`src/rtl/bus_arbiter_pkg.sv`:
```
// Shared types and header helpers for the bus-lane arbiter.
package bus_arbiter_pkg;

  typedef enum logic [1:0] {IDLE, POP, PUSH} arb_state_t;

  localparam int unsigned ID_W      = 8;
  localparam int unsigned MAX_PKT_W = 1024;

  // Destination ID sits in the top ID_W bits of a pkt_w-bit packet.
  function automatic logic [ID_W-1:0] get_dest(input logic [MAX_PKT_W-1:0] pkt,
                                                input int unsigned          pkt_w);
    return ID_W'(pkt >> (pkt_w - ID_W));
  endfunction

endpackage

```
`src/rtl/bus_arbiter_if.sv`:
```
// Driver-side handshake of one bus lane: pending/pop from the FIFOs, push into the drivers.
interface bus_arbiter_if #(
  parameter int unsigned PCKG_SZ = 16,
  parameter int unsigned DRVRS   = 4
);

  localparam int unsigned GNT_W = (DRVRS > 1) ? $clog2(DRVRS) : 1;
  localparam int unsigned CNT_W = 16;

  logic [DRVRS-1:0]              pndng;
  logic [DRVRS-1:0][PCKG_SZ-1:0] D_pop;
  logic [DRVRS-1:0]              pop;
  logic [DRVRS-1:0]              push;
  logic [DRVRS-1:0][PCKG_SZ-1:0] D_push;
  logic [GNT_W-1:0]              grant;
  logic                          busy;
  logic [CNT_W-1:0]              drop_cnt;

  modport master (
    input  pndng, D_pop,
    output pop, push, D_push, grant, busy, drop_cnt
  );

  modport slave (
    output pndng, D_pop,
    input  pop, push, D_push, grant, busy, drop_cnt
  );

endinterface

```
`src/rtl/bus_arbiter_rr_picker.sv`:
```
// Combinational round-robin picker: first set request after ptr, wrapping modulo N.
module rr_picker #(
  parameter  int unsigned N  = 4,
  localparam int unsigned IW = (N > 1) ? $clog2(N) : 1
) (
  input  logic [N-1:0]  req_i,
  input  logic [IW-1:0] ptr_i,
  output logic [N-1:0]  gnt_oh_o,
  output logic [IW-1:0] idx_o,
  output logic          valid_o
);

  // Scan from the farthest offset down so the nearest requester overwrites.
  always_comb begin
    idx_o   = '0;
    valid_o = 1'b0;
    for (int off = int'(N); off >= 1; off--) begin
      if (req_i[IW'((int'(ptr_i) + off) % int'(N))]) begin
        idx_o   = IW'((int'(ptr_i) + off) % int'(N));
        valid_o = 1'b1;
      end
    end
    gnt_oh_o = valid_o ? (N'(1) << idx_o) : '0;
  end

endmodule

```
`src/rtl/bus_arbiter.sv`:
```
// One-lane bus sequencer: round-robin pick a driver, pop its head packet,
// then push it to the addressed driver (or all others on broadcast).
module bus_arbiter
  import bus_arbiter_pkg::*;
#(
  parameter int unsigned  pckg_sz   = 16,
  parameter int unsigned  drvrs     = 4,
  parameter logic [7:0]   broadcast = 8'hFF
) (
  input  logic         clock,
  input  logic         reset,
  bus_arbiter_if.master bus
);

  localparam int unsigned GW    = (drvrs > 1) ? $clog2(drvrs) : 1;
  localparam int unsigned CNT_W = 16;

  arb_state_t         state_q, state_d;
  logic [GW-1:0]      grant_q, grant_d;
  logic [GW-1:0]      ptr_q, ptr_d;
  logic [pckg_sz-1:0] pkt_q, pkt_d;
  logic [drvrs-1:0]   pop_q, pop_d;
  logic [drvrs-1:0]   push_q, push_d;
  logic               busy_q, busy_d;
  logic [CNT_W-1:0]   drop_q, drop_d;

  logic [drvrs-1:0]   win_oh;
  logic [GW-1:0]      win_idx;
  logic               win_valid;
  logic [pckg_sz-1:0] head;
  logic [ID_W-1:0]    head_dest;
  logic [ID_W-1:0]    pkt_dest;
  logic               pkt_bad;

  rr_picker #(.N(drvrs)) u_picker (
    .req_i    (bus.pndng),
    .ptr_i    (ptr_q),
    .gnt_oh_o (win_oh),
    .idx_o    (win_idx),
    .valid_o  (win_valid)
  );

  assign head      = bus.D_pop[grant_q];
  assign head_dest = get_dest(MAX_PKT_W'(head), pckg_sz);
  assign pkt_dest  = get_dest(MAX_PKT_W'(pkt_q), pckg_sz);
  assign pkt_bad   = (pkt_dest != broadcast) && (32'(pkt_dest) >= drvrs);

  // Next-state and registered-output decode; push vector is resolved in POP
  // from the live head so it lands together with the captured packet.
  always_comb begin
    state_d = state_q;
    grant_d = grant_q;
    ptr_d   = ptr_q;
    pkt_d   = pkt_q;
    pop_d   = '0;
    push_d  = '0;
    busy_d  = 1'b0;
    drop_d  = drop_q;
    unique case (state_q)
      IDLE: begin
        if (win_valid) begin
          state_d = POP;
          grant_d = win_idx;
          pop_d   = win_oh;
          busy_d  = 1'b1;
        end
      end
      POP: begin
        state_d = PUSH;
        pkt_d   = head;
        busy_d  = 1'b1;
        if (head_dest == broadcast) begin
          push_d = ~(drvrs'(1) << grant_q);
        end else if (32'(head_dest) < drvrs) begin
          push_d = drvrs'(1) << head_dest;
        end
      end
      PUSH: begin
        state_d = IDLE;
        ptr_d   = grant_q;
        if (pkt_bad && (drop_q != '1)) begin
          drop_d = drop_q + CNT_W'(1);
        end
      end
      default: state_d = IDLE;
    endcase
  end

  always_ff @(posedge clock) begin
    if (!reset) begin
      state_q <= IDLE;
      grant_q <= '0;
      ptr_q   <= GW'(drvrs - 1);
      pkt_q   <= '0;
      pop_q   <= '0;
      push_q  <= '0;
      busy_q  <= 1'b0;
      drop_q  <= '0;
    end else begin
      state_q <= state_d;
      grant_q <= grant_d;
      ptr_q   <= ptr_d;
      pkt_q   <= pkt_d;
      pop_q   <= pop_d;
      push_q  <= push_d;
      busy_q  <= busy_d;
      drop_q  <= drop_d;
    end
  end

  assign bus.pop      = pop_q;
  assign bus.push     = push_q;
  assign bus.D_push   = {drvrs{pkt_q}};
  assign bus.grant    = grant_q;
  assign bus.busy     = busy_q;
  assign bus.drop_cnt = drop_q;

endmodule

```
`src/flat_wrapper.sv`:
```
// flat-port wrapper written by rule: the top's interface ports become plain ports
module bus_arbiter_flat import bus_arbiter_pkg::*;
#(
  parameter int unsigned  pckg_sz   = 16,
  parameter int unsigned  drvrs     = 4,
  parameter logic [7:0]   broadcast = 8'hFF
)
  (clock, reset, bus_pndng, bus_D_pop, bus_pop, bus_push, bus_D_push, bus_grant, bus_busy, bus_drop_cnt);
  bus_arbiter_if #(.PCKG_SZ((16)), .DRVRS((4))) bus_i ();
  input  logic clock;
  input  logic reset;
  input wire logic [$bits(bus_i.pndng)-1:0] bus_pndng;
  input wire logic [$bits(bus_i.D_pop)-1:0] bus_D_pop;
  output wire logic [$bits(bus_i.pop)-1:0] bus_pop;
  output wire logic [$bits(bus_i.push)-1:0] bus_push;
  output wire logic [$bits(bus_i.D_push)-1:0] bus_D_push;
  output wire logic [$bits(bus_i.grant)-1:0] bus_grant;
  output wire logic [$bits(bus_i.busy)-1:0] bus_busy;
  output wire logic [$bits(bus_i.drop_cnt)-1:0] bus_drop_cnt;
  assign bus_i.pndng = bus_pndng;
  assign bus_i.D_pop = bus_D_pop;
  assign bus_pop = bus_i.pop;
  assign bus_push = bus_i.push;
  assign bus_D_push = bus_i.D_push;
  assign bus_grant = bus_i.grant;
  assign bus_busy = bus_i.busy;
  assign bus_drop_cnt = bus_i.drop_cnt;
  bus_arbiter #(.pckg_sz(pckg_sz), .drvrs(drvrs), .broadcast(broadcast)) u_core (.clock(clock), .reset(reset), .bus(bus_i));
endmodule
```
`config.mk`:
```
export PLATFORM = sky130hd
export DESIGN_NAME = bus_arbiter_flat
export DESIGN_NICKNAME = d
export VERILOG_FILES = /design/src/rtl/bus_arbiter_pkg.sv /design/src/rtl/bus_arbiter_if.sv /design/src/rtl/bus_arbiter_rr_picker.sv /design/src/rtl/bus_arbiter.sv /design/src/flat_wrapper.sv
export SDC_FILE = /design/constraint.sdc
export NUM_CORES = 1
export LEC_CHECK = 0
export ABC_CLOCK_PERIOD_IN_PS = 3100
export BUFFER_PORTS_ARGS = -buffer_cell sky130_fd_sc_hd__buf_2
export CORE_ASPECT_RATIO = 1.75
export CORE_MARGIN = 5
export CORE_UTILIZATION = 40
export CTS_CLUSTER_DIAMETER = 200
export DETAILED_ROUTE_END_ITERATION = 12
export PLACE_DENSITY = 0.76
export SLEW_MARGIN = 15
export SYNTH_ARGS = -nofsm -noshare
export SYNTH_HDL_FRONTEND = slang
export SYNTH_SLANG_ARGS = --single-unit
export TNS_END_PERCENT = 10
```
`constraint.sdc`:
```
create_clock -name clock -period 3.1 [get_ports clock]
set_input_delay 0.31 -clock clock [delete_from_list [all_inputs] [get_ports clock]]
set_output_delay 0.31 -clock clock [all_outputs]
set_load 0.005 [all_outputs]
```
==> run_results.csv <==
group,metric,value,unit
outcome,status,"complete, no violations",
synthesis,ys_seq_elements,47,
synthesis,synthTopCellsByArea,"dfxtp_1 (35%), buf_4 (13%), mux4_2 (9.9%), nand2_1 (6.9%), a21oi_1 (5.3%)",
floorplanning,die_area,8630,um2
detailed_routing,top_layer,"met4",
timing,skew,0.00452,ns
floorplanning,die_h,119,um
synthesis,synth_common_cells,"nand2_1 (50), buf_4 (48), dfxtp_1 (47)",
worst_hold_path,min_to,"u_core.ptr_q[0]",
placement,hpwl,6.31,mm
setup_path,crit_path_end_kind,"register",
clock_network,cts_tree,"built",
timing,setup_slack,0.894,ns
floorplanning,pin_count,161,
synthesis,syn-instance-count,312,
global_routing,antenna_found_initial,0,
synthesis,synthXorXnorAreaFrac,0.321,%
synthesis,synth_fa_ha_area_share,0.459,%
synthesis,yosys.area.top_type,"dfxtp_1",
clock_network,cts_buffers,5,
clock_network,h-tree-depth,2,
detailed_routing,wl_met2,4.14,mm
final_layout,fin_util,51.3,%
setup_path,reg2regPathDepth,6,
clock_network,worst_skew_pair.late_latency,0.28,ns
timing,final.setup.tns,0,ns
placement,dp_slack,0.916,ns
power,peakVddDrop,0.304,mV
detailed_routing,drtIter0Drc,134,
floorplanning,initial_core_util,41.4,%
flow_run,cap_viol_max_count,0,
power,powerDensity,447,nW/um2
timing,finalHoldViolations,0,
timing,slew_viol_final,0,
setup_path,rrSetupSlack,0.89,ns
setup_path,crit_fanout,30,
power,power.share.clock,34.0,%
clock_network,cts_setup_buffers,0,
synthesis,synthArstFlopShare,0,%
timing,fin_crit,2.21,ns
detailed_routing,drtPass1Iterations,4,
synthesis,synth-compound-area-share,12.6,%
clock_network,clockBufferDepth,2,
floorplanning,rows,39,
detailed_routing,vias_per_cell,5.21,
global_routing,grt_pass1_vias,2554,
global_routing,grt_max_degree,34,
clock_network,clk_pin_slew_worst_paths,0.06,ns
floorplanning,die_w,72.4,um
worst_hold_path,hold_path_depth,2,
power,seqPwrFrac,44.3,%
detailed_routing,met1Wirelength,2.86,mm
setup_path,cp-start-kind,"register",
final_layout,syn2layout_area_growth,24.0,%
setup_path,cp.required,3.32,ns
placement,postPlaceCellArea,3240,um2
global_routing,overflow,0,
global_routing,grt_usage,18.1,%
synthesis,synth_top_area_share,34.5,%
synthesis,synth_cell_types,41,
timing,slew_headroom,43.7,%
power,pwr-share-comb,21.7,%
final_layout,final_area,3380,um2
power,switching_share,27.2,%
synthesis,yosys.area_share.simple,20.1,%
synthesis,yosysWarnings,0,
detailed_routing,wl_met3,567,um
setup_path,crit_slowest_cell,"or4_1",
clock_network,cts_resized,0,
synthesis,syn_area,2730,um2
placement,portBuffers,160,
power,switching_power,0.411,mW
detailed_routing,drc_errors,0,
synthesis,syn_area_per_cell,8.74,um2
detailed_routing,num_vias,2624,
final_layout,drive_gt1_share,44.5,%
timing,setup_violations,0,
timing,min_period_over_period,71.2,%
synthesis,synthMuxAreaShare,15.4,%
detailed_routing,wl_per_cell,15.3,um
clock_network,cts.root.buffer_cell,"clkbuf_16",
setup_path,worstReg2RegStart,"u_core.bus.drop_cnt[0]",
setup_path,path_class,"reg2reg",
worst_hold_path,hold_path_class,"in2reg",
worst_hold_path,min_from,"reset",
power,power.leakage,1.59,nW
global_routing,grt_first_pass_wirelength,12.4,mm
final_layout,diodes,0,
power,p_int,1.10,mW
setup_path,cp_data_arrival_time,2.42,ns
detailed_routing,drt-total-wl,7.71,mm
final_layout,finish.net_count,492,
timing,tightest_slew,0.835,ns
setup_path,rr_endpoint,"u_core.bus.drop_cnt[5]",
synthesis,synth_top_family_by_area,"simple AND/OR/NAND/NOR gates",
synthesis,ys.flop_type,"dfxtp_1",
clock_network,numClockSinks,47,
setup_path,cp_slowest_stage_delay,0.57,ns
placement,place_congestion,0.838,
clock_network,hold_buffers,0,
synthesis,syn-num-nets,383,
synthesis,synth_edf_count,0,
setup_path,cp_cell_sequence,"ha_1, nand2_1, nor3_1, a211o_1, or4_1, a21oi_1",
timing,rsz0062_at_grt,"false",
synthesis,seq_area_frac_synth,34.5,%
final_layout,final.fill_count,655,
synthesis,synth_most_common_cell,"nand2_1",
floorplanning,design.core.area,6590,um2
timing,max_freq,453,MHz
detailed_routing,ant_nets,0,
power by group through the flow:
stage / registers [mW] / clock network, mW / logic (mW)
after detailed placement: 0.685 / 0 / 0.330
final: 0.671 / 0.514 / 0.327
after global routing: 0.677 / 0.560 / 0.363
after CTS: 0.671 / 0.529 / 0.331
after floorplan: 0.679 / 0 / 0.246
after global placement: 0.682 / 0 / 0.325
stage by stage:
| step | hold slack [ns] | cells | total power, mW |
|---|---|---|---|
| 4_1_cts | 0.251 | 504 | 1.53 |
| 6_report | 0.255 | 504 | 1.51 |
| 2_1_floorplan | 0.372 | 312 | 0.924 |
| 3_3_place_gp | 0.472 | 496 | 1.01 |
| 5_1_grt | 0.266 | 504 | 1.60 |
| 3_5_place_dp | 0.484 | 496 | 1.02 |
state kept, by name, summed over array words and instances (netlist names):
signal / cells
u_core.pkt_q: 16
u_core.bus.busy: 1
u_core.state_q: 2
u_core.bus.pop: 4
u_core.ptr_q: 2
u_core.bus.push: 4
u_core.bus.drop_cnt: 16
u_core.bus.grant: 2
worst max-delay path: cells and delay by family (launching register included):
kind / cells / cell delay, ns
AND/OR/NAND/NOR: 3 / 0.79
adder cells (fa/ha/maj): 1 / 0.27
AO/OA/AOI/OAI: 2 / 0.69
flip-flops: 1 / 0.40
cell usage in the layout, fill, tap and decap left out, drive strengths merged, types with 7 or more instances in the layout:
master  instances
dfxtp          47
o21ai          14
or3             9
nand2          50
nor2           15
mux4           15
buf           165
a21oi          30
nand4           8
or4             7
area by class of cell:
class	count	area, um2	area share, %
timing repair buffer	165	838	24.8
clock buffer	6	129	3.81
sequential	47	941	27.8
inverter	6	22.5	0.666
tap	82	103	3.04
multi-input combinational	196	1330	39.5
clock inverter	2	12.5	0.370
how the worst max path moves through the flow:
| stage | cells after the start | slack (ns) | start | end |
|---|---|---|---|---|
| 2_1_floorplan | 7 | 1.28 | u_core.pkt_q[11] | u_core.bus.drop_cnt[1] |
| 3_3_place_gp | 6 | 0.98 | u_core.bus.drop_cnt[0] | u_core.bus.drop_cnt[5] |
| 3_5_place_dp | 5 | 0.92 | u_core.pkt_q[11] | u_core.bus.drop_cnt[9] |
| 4_1_cts | 5 | 0.90 | u_core.pkt_q[11] | u_core.bus.drop_cnt[9] |
| 5_1_grt | 5 | 0.68 | u_core.state_q[1] | u_core.bus.drop_cnt[5] |
| 6_report | 6 | 0.89 | u_core.bus.drop_cnt[0] | u_core.bus.drop_cnt[5] |
logic make-up (layout without fill, tap and decap cells):
family | Yosys count | after routing
compound gates | 59 | 59
xor+xnor | 1 | 1
fa+ha+maj | 1 | 1
buf+inv | 69 | 179
flops | 47 | 47
mux | 22 | 22
simple gates | 113 | 113
layer usage:
layer  up-vias  global-route usage, %
met5         -                      0
met4         0                   6.58
met3        14                   3.37
met2       118                   32.5
met1      1207                   20.8
li1       1285                      -
No activity file was read; power rests on OpenSTA's default activity.
